[src/rtl/fifo_read_stream.sv]
// Read-side output stage of the async FIFO: pops words into a 2-entry skid buffer and presents them on a valid/ready stream.
// Optional transfer counter output xfer_Count is enabled by defining FIFO_READ_STREAM_XFER_CNT_EN.
module fifo_read_stream #(
    parameter int data_Size = 8
) (
    input  logic                 r_Clk,
    input  logic                 r_Rst,
    input  logic                 fifo_Empty,
    input  logic [data_Size-1:0] r_Data,
    output logic                 r_Inc,
    output logic                 m_Valid,
    input  logic                 m_Ready,
    output logic [data_Size-1:0] m_Data,
    output logic [1:0]           buf_Level
`ifdef FIFO_READ_STREAM_XFER_CNT_EN
    ,
    output logic [15:0]          xfer_Count
`endif
);

    logic [data_Size-1:0] entry_q [2];
    logic                 wr_sel_q;
    logic                 rd_sel_q;
    logic [1:0]           occ_q;
    logic [1:0]           occ_d;
    logic                 pop;
    logic                 xfer;

    // Gated by reset so the increment request is quiet while the read pointer is held in reset.
    assign r_Inc     = r_Rst & ~fifo_Empty & (occ_q != 2'd2);
    assign pop       = r_Inc;
    assign m_Valid   = (occ_q != 2'd0);
    assign xfer      = m_Valid & m_Ready;
    assign m_Data    = entry_q[rd_sel_q];
    assign buf_Level = occ_q;

    always_comb begin
        occ_d = occ_q;
        case ({pop, xfer})
            2'b10:   occ_d = occ_q + 2'd1;
            2'b01:   occ_d = occ_q - 2'd1;
            default: occ_d = occ_q;
        endcase
    end

    always_ff @(posedge r_Clk or negedge r_Rst) begin
        if (!r_Rst) begin
            entry_q[0] <= '0;
            entry_q[1] <= '0;
            wr_sel_q   <= 1'b0;
            rd_sel_q   <= 1'b0;
            occ_q      <= 2'd0;
        end else begin
            if (pop) begin
                entry_q[wr_sel_q] <= r_Data;
                wr_sel_q          <= ~wr_sel_q;
            end
            if (xfer) begin
                rd_sel_q <= ~rd_sel_q;
            end
            occ_q <= occ_d;
        end
    end

`ifdef FIFO_READ_STREAM_XFER_CNT_EN
    logic [15:0] xfer_cnt_q;

    always_ff @(posedge r_Clk or negedge r_Rst) begin
        if (!r_Rst) begin
            xfer_cnt_q <= 16'd0;
        end else if (xfer) begin
            xfer_cnt_q <= xfer_cnt_q + 16'd1;
        end
    end

    assign xfer_Count = xfer_cnt_q;
`endif

    // occ_d above 2 would mean an overflow or a wrapped underflow.
    a_occ_range: assert property (@(posedge r_Clk) disable iff (!r_Rst) occ_q <= 2'd2);
    a_occ_next:  assert property (@(posedge r_Clk) disable iff (!r_Rst) occ_d <= 2'd2);

endmodule

[config.mk]
export PLATFORM = sky130hd
export DESIGN_NAME = fifo_read_stream
export DESIGN_NICKNAME = d
export VERILOG_FILES = /design/src/rtl/fifo_read_stream.sv
export SDC_FILE = /design/constraint.sdc
export NUM_CORES = 1
export LEC_CHECK = 0
export CORE_ASPECT_RATIO = 0.9
export CORE_MARGIN = 2
export CORE_UTILIZATION = 42
export DETAILED_ROUTE_END_ITERATION = 10
export PLACE_DENSITY = 0.69
export SYNTH_ARGS = -nofsm -noshare
export SYNTH_HDL_FRONTEND = slang
export SYNTH_SLANG_ARGS = --single-unit
export TNS_END_PERCENT = 50
[constraint.sdc]
create_clock -name r_Clk -period 1.3 [get_ports r_Clk]
set_input_delay 0.26 -clock r_Clk [delete_from_list [all_inputs] [get_ports r_Clk]]
set_output_delay 0.26 -clock r_Clk [all_outputs]
set_load 0.005 [all_outputs]
==> results.json, run 1 <==
{
  "syn_avg_cell_area_um2": 15.8,
  "drt_wl_total_um": 1860,
  "drt_iter0_drc": 7,
  "rsz0062_at_grt": "true",
  "antenna-diode-count": 0,
  "violations": "setup timing",
  "cts_max_level": 1,
  "yosys.area.top_type_share": 0.526,
  "post_dp_cell_area_um2": 1300,
  "fin_ws_ns": -0.244,
  "track_usage": 0.161,
  "cts_tree": "done",
  "synth_cells": 60,
  "synth_nets": 73,
  "cellPowerDensity_nw_per_um2": 2450,
  "io_buffers": 23,
  "p_leak_uw": 0.000699,
  "final_cell_area_um2": 1440,
  "grt_pass1_wl_um": 3050,
  "finClkSkew_ns": 0.000761,
  "synth_seq_area_share": 0.526,
  "endpoint_kind": "primary output",
  "clkPwrFrac": 0.097,
  "p_int_uw": 2540,
  "ys_warn_count": 0,
  "timing.hold.ws_ns": 0.0814,
  "cap_violations": 0,
  "area_delta_synth_final_pct": 51.7,
  "p_seq_frac": 0.323,
  "cp.required_ns": 1.04,
  "setup_violations": 29,
  "synthAdderAreaFrac": 0.0132,
  "switching_power_uw": 990,
  "hp-class": "in2async",
  "layout_min_cycle_time_ns": 1.54,
  "clock_sinks": 20,
  "grt_overflow_total": 0,
  "synth_edf_count": 0,
  "fillers": 153,
  "synth_top_family_by_area": "multiplexers",
  "dieArea_um2": 2660,
  "antenna_found_initial": 0,
  "vias": 629,
  "crit_fanout": 5,
  "rrSetupSlack_ns": -0.19,
  "synth_compound_area_frac": 0,
  "drc_errors": 0,
  "yosys.area.top_type": "dfrtp_1",
  "row_count": 16,
  "syn_area_um2": 951,
  "vias_per_cell": 4.84,
  "yosys-mux-area-fraction": 0.316,
  "core-area_um2": 2160,
  "initial_core_util": 0.440,
  "r2r_cells": 7,
  "ir_drop_uv": 1350,
  "p_comb_frac": 0.581,
  "status": "finished, violations left",
  "sw_frac_of_total": 0.281,
  "cts_buffer_depth": 2,
  "hpwl_um": 1320,
  "synthTopCellsByCount": "dfrtp_1, mux2_2, mux2_4",
  "synthFlopType": "dfrtp_1",
  "path_clk_slew_ns": 0.10,
  "ant_nets": 0,
  "worst_pin_slew_ns": 0.208,
  "arrival_ns": 1.28,
  "r2r-end": "buf_Level[1]",
  "ys_types": 17,
  "dieWidth_um": 54.2,
  "synth-xor-area-share": 0.0461,
  "period_share": 1.19,
  "final_nets": 117,
  "synth-seq-cells": 20,
  "ys_top_cells_by_area": "dfrtp_1, mux2_4, mux2_2",
  "die_h_um": 49.1,
  "finalMaxSlewViolations": 0,
  "hold_viol_final": 0,
  "gp_congestion": 0.738,
  "startpoint_type": "flop",
  "max_freq_mhz": 648,
  "yosysMostFrequentCell": "dfrtp_1",
  "drive_gt1_frac": 0.602,
  "ios": 24,
  "yosys.area_share.simple": 0.0776,
  "grt_max_degree": 15,
  "cts_buffers": 3,
  "clockRootBuffer": "clkbuf_4",
  "clk_latency_ns": 0.29,
  "async_flop_share": 1.00,
  "cts.hold.buffers_added": 0,
  "wl_per_cell_um": 14.3,
  "max_slew_margin": 0.861,
  "critPathKind": "reg2out",
  "dr.pass1.iters": 3,
  "r2r_start": "buf_Level[1]",
  "grt_pass1_vias": 672
}
-- timing repair --
| action | 4_1_cts | 5_1_grt |
|---|---|---|
| setup endpoints to repair | 30 | 30 |
| pin swaps | 3 | 0 |
| resized for setup | 68 | 10 |
| setup buffers | 6 | 1 |
-- final cells by class --
cell class              count  area, µm²  area share
flip-flops and latches     20        502       0.348
multi-input cells          37        483       0.335
repair buffers             41        384       0.266
clock buffers               4       36.3      0.0252
well taps                  27       33.8      0.0234
inverters                   1       3.75     0.00260
-- registers in the layout, indices dropped and copies added, names as in the netlist --
| register | count |
|---|---|
| entry_q | 16 |
| wr_sel_q | 1 |
| rd_sel_q | 1 |
| buf_Level | 2 |
-- cell usage in the layout, fill, tap and decap left out --
master / Yosys / routed
xnor2_1: 3 / 2
ha_4: 0 / 1
dlygate4sd2_1: 0 / 1
nand3b_1: 1 / 1
clkbuf_4: 0 / 3
mux2_2: 10 / 5
clkdlybuf4s50_1: 0 / 10
or2_1: 1 / 1
buf_4: 0 / 10
buf_2: 1 / 4
nor2_1: 1 / 1
xor2_1: 2 / 2
and2_4: 0 / 1
and4bb_2: 0 / 1
xnor2_2: 0 / 1
clkbuf_8: 0 / 1
inv_1: 1 / 1
nand2b_4: 1 / 1
nand4b_4: 1 / 1
mux2_4: 8 / 16
buf_6: 1 / 16
dfrtp_2: 0 / 1
mux2_1: 6 / 3
dfrtp_1: 20 / 19
-- power by group through the flow --
stage / sequential (µW) / clock, µW / combinational, µW
floorplan: 1110 / 0 / 897
global placement: 1160 / 0 / 1610
detailed placement: 1180 / 0 / 1640
CTS: 1130 / 355 / 1870
global route: 1170 / 388 / 2200
finish: 1140 / 341 / 2050
-- logic make-up after synthesis --
kind of cell,count (synthesis)
XOR/XNOR,5
adder cells (fa/ha/maj),1
buffers and inverters,3
flip-flops,20
multiplexers,24
AND/OR/NAND/NOR,7
-- critical path: stages, from the launching register on --
cell     delay (ns)
dfrtp_2        0.43
buf_6          0.15
mux2_4         0.30
buf_6          0.12
-- per-layer routing --
layer / vias up / routed length [µm] / part of all wire / GRT usage
li1: 303 / - / - / -
met1: 307 / 808 / 0.43 / 0.186
met2: 15 / 927 / 0.50 / 0.275
met3: 4 / 97 / 0.052 / 0.0583
met4: 0 / 26 / 0.014 / 0.0375
met5: - / 0 / 0 / 0
-- stage by stage --
stage               worst slack (ns)  instances  power (µW)  utilization  setup TNS (ns)
finish                        -0.244        130        3530        0.667           -3.68
global route                  -0.292        130        3770        0.667           -5.21
global placement              -0.490        120        2770        0.603          -10.78
CTS                           -0.242        129        3350        0.644           -3.38
floorplan                     -0.131         60        2000            -          -0.463
detailed placement            -0.498        120        2810        0.603          -10.83
-- worst max path at each step --
stage                     slack, ns           end  cells after the start    startpoint
after floorplan               -0.13  buf_Level[1]                      6  buf_Level[1]
after global placement        -0.49    entry_q[7]                      4         r_Rst
after detailed placement      -0.50    entry_q[6]                      4         r_Rst
after CTS                     -0.24     m_Data[5]                      3      rd_sel_q
after global routing          -0.29  buf_Level[1]                      7  buf_Level[1]
final                         -0.24     m_Data[4]                      3      rd_sel_q
(Power assumes the default switching activity.)
==> run 2: changes to the inputs <==
GPL_TIMING_DRIVEN = 0   (was not set)
TNS_END_PERCENT = 100   (was 50)
==> run 2 against run 1 <==
The flow finishes with violations (hold timing, setup timing). Sequential share of layout area up 0.99 points. Non-clock buffer count down 2. Clock-buffer cell count unchanged. Largest cell class unchanged. Register-to-register slack worse by 0.05 ns. Clock skew is 0.0011 ns higher. Sequential cell count did not move. First-iteration DRC count decreased by 29%. Final cell count decreased by 1.5%. Via count is 0.48% lower. Global-route usage is 1.2 points higher. Core utilization shrank 1.9 points.
==> results.json, run 2 (synthesis results as in run 1) <==
{
  "preCtsSetupSlack_ns": -1.40,
  "largest-register": "entry_q",
  "antenna_found_initial": 0,
  "antenna-diode-count": 0,
  "period_share": 1.24,
  "crit_fanout": 3,
  "dieArea_um2": 2660,
  "dieWidth_um": 54.2,
  "core-area_um2": 2160,
  "crit_slowest_cell": "dfrtp_1",
  "cpLargestDelayFamily": "flip-flops",
  "switching_power_uw": 1010,
  "area_delta_synth_final_pct": 47.5,
  "grt.met1_usage": 0.248,
  "timing.hold.ws_ns": -0.0782,
  "ant_nets": 0,
  "hp-class": "in2async",
  "clock_sinks": 20,
  "drc_errors": 0,
  "violations": "hold timing, setup timing",
  "clkPwrFrac": 0.103,
  "cp.required_ns": 1.04,
  "drt_wl_total_um": 2050,
  "largest_reg_flops": 16,
  "status": "finished, violations left",
  "post_dp_cell_area_um2": 1230,
  "p_seq_frac": 0.340,
  "vias": 626,
  "p_leak_uw": 0.000686,
  "finClkSkew_ns": 0.00182,
  "final_util": 0.649,
  "ios": 24,
  "dr.pass1.iters": 3,
  "cap_violations": 0,
  "io_buffers": 23,
  "final_nets": 115,
  "setup_violations": 28,
  "cp_common_cell": "buf_6",
  "cellPowerDensity_nw_per_um2": 2450,
  "endpoint_kind": "primary output",
  "cts_max_level": 1,
  "cp_num_cells": 4,
  "r2r_cells": 6,
  "sw_frac_of_total": 0.293,
  "rsz0062_at_grt": "true",
  "grt_pass1_wl_um": 3330,
  "grt_pass1_vias": 672,
  "path_cells": "buf_6, buf_6, mux2_4, buf_6",
  "gp_congestion": 0.673,
  "layout_common_cells": "dfrtp_1, mux2_4, buf_6, clkdlybuf4s50_1",
  "max_slew_margin": 0.654,
  "wl_per_cell_um": 16.0,
  "grt_max_degree": 24,
  "row_count": 16,
  "p_comb_frac": 0.557,
  "clk_latency_ns": 0.29,
  "final_cell_area_um2": 1400,
  "finalMaxSlewViolations": 0,
  "critPathKind": "reg2out",
  "layout_min_cycle_time_ns": 1.62,
  "grt_overflow_total": 0,
  "gr-usage-met2": 0.271,
  "worst_pin_slew_ns": 0.519,
  "drt_iter0_drc": 5,
  "met3_usage": 0.0184,
  "fin_ws_ns": -0.316,
  "p_int_uw": 2430,
  "track_usage": 0.172,
  "rrSetupSlack_ns": -0.24,
  "hpwl_um": 1170,
  "fillers": 162,
  "cts_buffer_depth": 2,
  "max_freq_mhz": 619,
  "ir_drop_uv": 1210,
  "hold_viol_final": 20,
  "cpPeakStageDelay_ns": 0.40,
  "cts_buffers": 3,
  "startpoint_type": "flop",
  "die_h_um": 49.1,
  "arrival_ns": 1.36,
  "path_clk_slew_ns": 0.11,
  "grt-busiest-layer": "met2",
  "layout_commonest_cell": "dfrtp_1",
  "vias_per_cell": 4.89,
  "initial_core_util": 0.440,
  "clockRootBuffer": "clkbuf_4",
  "critPathBufInv": 3,
  "drive_gt1_frac": 0.614,
  "cts_tree": "done"
}
run 2: layout make-up:
cell class	count	area, µm²	share of cell area
multi-input cells	37	487	0.347
repair buffers	37	318	0.227
well taps	27	33.8	0.0241
plain buffers	2	22.5	0.0161
inverters	1	3.75	0.00268
clock buffers	4	36.3	0.0259
flip-flops and latches	20	502	0.358
run 2: stage by stage:
step / TNS (ns) / hold WS [ns] / std cells / total power, µW
CTS: -5.63 / -0.0751 / 125 / 3290
floorplan: -0.463 / -0.0356 / 60 / 2000
global route: -7.66 / -0.0580 / 128 / 3670
finish: -5.94 / -0.0782 / 128 / 3440
detailed placement: -28.17 / 0.479 / 110 / 2670
global placement: -28.32 / 0.468 / 110 / 2630
run 2: worst paths after layout:
check | from | endpoint
setup reg to reg | buf_Level[0] | entry_q[15]
max in group asynchronous | r_Rst | buf_Level[1]
hold reg to reg | entry_q[10] | entry_q[10]
hold / removal | r_Rst | buf_Level[0]
min in group r_Clk | entry_q[10] | entry_q[10]
setup / recovery | rd_sel_q | m_Data[5]
run 2: timing repair:
action	CTS	global route
pin swaps	1	1
setup endpoints to repair	31	31
gates cloned	1	0
buffers inserted	10	3
hold endpoints to repair	20	20
resized for setup	60	12
run 2: layer usage:
layer  routed length (µm)  up-vias
li1                     -      294
met1                  901      320
met2                 1070       12
met3                   80        0
met4                    0        0
met5                    0        -
run 2: power by group through the flow:
stage               clock, µW  sequential, µW  combinational [µW]
floorplan                   0            1110                 897
global placement            0            1130                1500
detailed placement          0            1160                1520
CTS                       372            1140                1780
global route              399            1210                2060
finish                    355            1170                1910
run 2: worst register-to-register path: stages (launching register included):
cell,delay [ns]
dfrtp_1,0.42
buf_6,0.12
nand2b_4,0.13
buf_6,0.12
and4bb_1,0.19
buf_6,0.16
mux2_4,0.31
==> run 3: changes to the inputs <==
SKIP_LAST_GASP = 1   (was not set)
==> run 3 against run 2 <==
Sequential cell count stayed put. Combinational power barely moved. Critical path depth is the same. The run still ends with hold timing, setup timing left. Core utilization is 0.52 points lower. Hold slack worse by 0.0050 ns.
==> results.json, run 3 (synthesis results as in run 1) <==
{
  "status": "finished, violations left",
  "violations": "hold timing, setup timing",
  "row_count": 16,
  "fin_ws_ns": -0.321,
  "clockRootBuffer": "clkbuf_4",
  "path_cells": "buf_6, buf_6, mux2_4, buf_6",
  "rsz0062_at_grt": "true",
  "clock_sinks": 20,
  "grt_pass1_wl_um": 3330,
  "cp.required_ns": 1.04,
  "layout_common_cells": "dfrtp_1, mux2_4, buf_6, clkdlybuf4s50_1",
  "grt_pass1_vias": 672,
  "vias_per_cell": 4.87,
  "ir_drop_uv": 1220,
  "cts_buffer_depth": 2,
  "antenna-diode-count": 0,
  "ant_nets": 0,
  "drc_errors": 0,
  "path_clk_slew_ns": 0.11,
  "area_delta_synth_final_pct": 46.3,
  "crit_fanout": 3,
  "cpPeakStageDelay_ns": 0.40,
  "drt_wl_total_um": 2030,
  "dieArea_um2": 2660,
  "wl_per_cell_um": 15.9,
  "p_leak_uw": 0.000678,
  "layout_min_cycle_time_ns": 1.62,
  "grt_max_degree": 24,
  "max_slew_margin": 0.661,
  "vias": 623,
  "grt_overflow_total": 0,
  "initial_core_util": 0.440,
  "drive_gt1_frac": 0.604,
  "crit_slowest_cell": "dfrtp_1",
  "final_util": 0.644,
  "cts_tree": "done",
  "finClkSkew_ns": 0.00161,
  "largest-register": "entry_q",
  "period_share": 1.25,
  "hp-class": "in2async",
  "post_dp_cell_area_um2": 1230,
  "layout_commonest_cell": "dfrtp_1",
  "timing.hold.ws_ns": -0.0832,
  "largest_reg_flops": 16,
  "clk_latency_ns": 0.30,
  "antenna_found_initial": 0,
  "dr.pass1.iters": 2,
  "cts_max_level": 1,
  "arrival_ns": 1.36,
  "worst_pin_slew_ns": 0.509,
  "hpwl_um": 1170,
  "critPathKind": "reg2out",
  "setup_violations": 28,
  "track_usage": 0.173,
  "final_nets": 115,
  "finalMaxSlewViolations": 0,
  "final_cell_area_um2": 1390,
  "ios": 24,
  "endpoint_kind": "primary output",
  "max_freq_mhz": 617,
  "cp_common_cell": "buf_6",
  "cts_buffers": 3,
  "io_buffers": 23,
  "startpoint_type": "flop",
  "cap_violations": 0,
  "cellPowerDensity_nw_per_um2": 2450,
  "drt_iter0_drc": 8,
  "gp_congestion": 0.673,
  "die_h_um": 49.1,
  "hold_viol_final": 20,
  "dieWidth_um": 54.2,
  "core-area_um2": 2160
}
## run 3: cell types whose count changed in the layout (fill, tap and decap cells not counted)
cell	previous run	this run
xnor2_1	2	3
buf_6	12	11
buf_4	6	7
xnor2_2	1	0
## run 3: path summary, 6_finish.rpt
path                                end  depth (start not counted)  slack [ns]    startpoint
max                           m_Data[5]                          4       -0.32      rd_sel_q
min                         entry_q[10]                          1       -0.08         r_Rst
max reg2reg                 entry_q[15]                          6       -0.24  buf_Level[0]
min reg2reg                  entry_q[6]                          1        0.52    entry_q[6]
max in group asynchronous  buf_Level[1]                          1        1.02         r_Rst
min in group r_Clk           entry_q[6]                          1        0.52    entry_q[6]
## run 3: layout make-up
type	instances	area (µm²)
flip-flops and latches	20	502
multi-input cells	37	479
plain buffers	2	22.5
repair buffers	37	314
well taps	27	33.8
inverters	1	3.75
clock buffers	4	36.3
fillers	166	771
## run 3: metal layers
metal	track usage	share of wire
met1	0.248	0.43
met3	0.0184	0.041
met5	0	0
met4	0.0500	0
met2	0.273	0.52
## run 3: what timing repair did
action                                  CTS  global route
buffers inserted                         10             3
gates resized for setup                  58            12
endpoints found under the hold margin    20            20
pin swaps                                 1             0
cloned                                    1             0
endpoints found under the setup margin   31            31
## run 3: power by group
part / internal (µW) / leakage (µW) / total [µW] / switching [µW]
clock network: 171 / 0.0000210 / 361 / 190
logic: 1290 / 0.000421 / 1890 / 596
registers: 947 / 0.000236 / 1160 / 215
## run 3: stage by stage
| step | power [µW] | cells | setup TNS [ns] | setup slack (ns) | hold slack (ns) |
|---|---|---|---|---|---|
| after global routing | 3650 | 128 | -7.70 | -0.372 | -0.0607 |
| after floorplan | 2000 | 60 | -0.463 | -0.131 | -0.0356 |
| after detailed placement | 2670 | 110 | -28.17 | -1.40 | 0.479 |
| after CTS | 3280 | 125 | -6.01 | -0.320 | -0.0751 |
| after global placement | 2630 | 110 | -28.32 | -1.41 | 0.468 |
| final | 3410 | 128 | -5.92 | -0.321 | -0.0832 |
## run 3: worst max-delay path, delay by kind of cell (launching register included)
| kind | cells | cell delay (ns) |
|---|---|---|
| muxes | 1 | 0.30 |
| DFF | 1 | 0.40 |
| buffers and inverters | 3 | 0.36 |
==> RTL change 1 (settings of run 3) <==
Set the parameter `data_Size` to 4 (it was 8).
--- a/src/rtl/fifo_read_stream.sv
+++ b/src/rtl/fifo_read_stream.sv
@@ -2,5 +2,5 @@
 // Optional transfer counter output xfer_Count is enabled by defining FIFO_READ_STREAM_XFER_CNT_EN.
 module fifo_read_stream #(
-    parameter int data_Size = 8
+    parameter int data_Size = 4
 ) (
     input  logic                 r_Clk,
Interface: changed (resized m_Data and r_Data); port bits go from 24 to 16. The function was not compared with the original's and may differ.
==> RTL change 1 against run 3 <==
- the run still ends with negative hold slack, negative setup slack left
- non-clock buffer count is 8 lower
- sequential cell count fell by 8
- clock skew increased by 0.0071 ns
- combinational power fell by 20%
- wire length fell by 30%
- die area down 37%
- synthesized area shrank 40%
- final cell count fell by 33%
- total power is 27% lower
- critical path depth increased by 2
- worst setup slack gained 0.053 ns
- design area down 29%
- via count shrank 30%
- register-to-register slack worse by 0.03 ns
- largest power group unchanged
==> RTL change 1: results <==
[power_and_ir_drop]
combinationalPowerShare_pct = 60.7
power_frac_clock_pct = 9.2
pg_seq_mw = 0.752
p_leak_nw = 0.478
power.internal_mw = 1.75
peakVddDrop_mv = 1.50

[sta]
setup_slack_ns = -0.268
skew_ns = 0.00875
hold_viol = 6
setup_violations = 17
finalSetupTns_ns = -3.26
holdWs_ns = -0.0105

[routing]
post_drt_wl_per_cell_um = 16.7
first_pass_iters = 4
drt-initial-drc-count = 4
met3_length_um = 69
drt-met1-wl_um = 555
wl_met2_um = 803

[global_route]
grt_pass1_wl_mm = 2.32
grt_max_degree = 16
grt_pass1_vias = 463
track_usage_pct = 20.1
use_met1_pct = 23.2

[place]
dpl_cell_area_um2 = 758
placed_cells = 67
pre_cts_slack_ns = -1.10
place_congestion = 0.678

[logic_synthesis]
yosys.area_share.adder_pct = 2.18
synthXorXnorAreaFrac_pct = 7.64
ys_top_cells_by_area = "dfrtp_1, mux2_2, xnor2_1, nand4b_4, xor2_1"
synth_cell_type_count = 13
synth_top_area_share_pct = 52.4
synth_area_per_cell_um2 = 15.1

[outcome]
violations = "negative hold slack, negative setup slack"
status = "finished with violations"

[clock_network]
clk_pin_slew_ns = 0.08

[worst_setup_path]
cp_max_fo = 4
arrival_ns = 1.73

[layout]
drive_gt1_share_pct = 72.2
largest_register_ffs = 8
nets = 83
RTL change 1: cell types whose count changed after synthesis, sizes merged:
cell,before,now
buf,2,0
dfrtp,20,12
mux2,24,12
RTL change 1: layout make-up:
class                           count  area (um^2)  area share (%)
Multi-Input combinational cell     25          338            34.4
Timing Repair Buffer               31          298            30.3
Tap cell                           14         17.5            1.78
Clock buffer                        3         22.5            2.29
Inverter                            1         3.75           0.382
Sequential cell                    12          304            30.9
RTL change 1: cell families (layout without fill, tap and decap cells):
| kind of cell | count (synthesis) | after routing |
|---|---|---|
| fa+ha+maj | 1 | 1 |
| buf+inv | 1 | 35 |
| xor+xnor | 5 | 5 |
| simple gates | 7 | 7 |
| mux | 12 | 12 |
| flops | 12 | 12 |
RTL change 1: what timing repair did:
action / CTS / global route
setup buffers: 14 / 4
setup endpoints to repair: 19 / 20
gates resized for setup: 55 / 10
pin swaps: 3 / 1
==> RTL change 2 (flow settings as in run 3) <==
Without the edit above. Put one more register stage on the output `buf_Level`, without a reset. The value now appears one clock later. The other outputs are not delayed to match.
--- a/src/rtl/fifo_read_stream.sv
+++ b/src/rtl/fifo_read_stream.sv
@@ -33,5 +33,7 @@
     assign xfer      = m_Valid & m_Ready;
     assign m_Data    = entry_q[rd_sel_q];
-    assign buf_Level = occ_q;
+    always_ff @(posedge r_Clk) begin
+        buf_Level <= occ_q;
+    end
 
     always_comb begin
Check against the original RTL: not equivalent (a bounded check fails within 4 cycles, from zero or initial values and one cycle with r_Rst low).
==> RTL change 2 against run 3 <==
- the flow still finishes with violations (negative hold slack, negative setup slack)
- synthesized area is 4.2% higher
- wire length shrank 5.9%
- critical path type unchanged
- critical path depth did not move
- worst setup slack lost 0.037 ns
- sequential cell count is 2 higher
- largest power group unchanged
- clock power up 2%
- total power is 5.4% higher
- design area increased by 4.0%
==> RTL change 2: results <==
[sta]
setup_slack_ns = -0.358
skew_ns = 0.00243
setup_violations = 28
holdWs_ns = -0.0836
hold_viol = 20
worstMarginPinSlew_ns = 0.514
finalSetupTns_ns = -6.14

[worst_setup_path]
cp_max_fo = 4
slowest_delay_ns = 0.43
worstReg2RegEnd = "entry_q[8]"
r2r-start = "occ_q[0]"
rrSetupSlack_ns = -0.26
arrival_ns = 1.40

[clock_network]
cts_resized = 64
cts_setup_buffers = 11
htreeDepth = 1
clk_pin_slew_ns = 0.12

[place]
dpl_cell_area_um2 = 1270
placed_cells = 112
pre_cts_slack_ns = -1.40
place_congestion = 0.687
dpl.hpwl_mm = 1.20

[layout]
top_regs = "entry_q x16, buf_Level x2, occ_q x2"
num-fill-cells = 173
drive_gt1_share_pct = 57.8
nets = 116

[routing]
via_per_inst = 5.02
drt-initial-drc-count = 2
first_pass_iters = 4

[logic_synthesis]
ys_top_cells_by_area = "dfrtp_1, mux2_4, mux2_2, mux2_1, dfxtp_1"
yosysSeqAreaShare_pct = 54.5
async_reset_ff_share_pct = 90.9
synth.area.mux_share_pct = 30.3
synthCells = 62
yosys.area_share.adder_pct = 1.26
synthXorXnorAreaFrac_pct = 4.42
synth_cell_type_count = 18
synth_fp_nets = 75

[job]
drv_cap = 0

[outcome]
violations = "negative hold slack, negative setup slack"
status = "finished with violations"

[global_route]
grt_pass1_wl_mm = 3.10
use_met1_pct = 17.3
grt_pass1_vias = 689
track_usage_pct = 14.2
gr-usage-met3_pct = 3.67
use_met2_pct = 24.4

[power_and_ir_drop]
combinationalPowerShare_pct = 54.7
comb_cell_power_mw = 1.97
p_leak_nw = 0.708
pg_clk_mw = 0.368
peakVddDrop_mv = 1.32
switching_share_pct = 27.9
-- RTL change 2: final cells by class --
| cell class | instances | area, um^2 | area share [%] |
|---|---|---|---|
| sequential | 22 | 542 | 37.5 |
| timing repair buffer | 36 | 318 | 22.0 |
| clock buffer | 4 | 36.3 | 2.51 |
| tap | 27 | 33.8 | 2.34 |
| multi-input combinational | 37 | 490 | 33.9 |
| inverter | 1 | 3.75 | 0.260 |
| buffer | 2 | 22.5 | 1.56 |
-- RTL change 2: worst max path at each step --
stage	endpoint	startpoint	slack, ns	depth (start not counted)
floorplan	occ_q[1]	occ_q[1]	-0.12	6
global placement	r_Inc	r_Rst	-1.40	4
detailed placement	r_Inc	r_Rst	-1.40	4
CTS	m_Data[3]	rd_sel_q	-0.35	4
global route	m_Data[3]	rd_sel_q	-0.41	4
finish	m_Data[3]	rd_sel_q	-0.36	4
-- RTL change 2: layer usage --
layer / part of all wire (%) / wire length, um
met1: 46 / 889
met5: 0 / 0
met3: 4.5 / 86
met2: 48 / 919
met4: 0.99 / 19
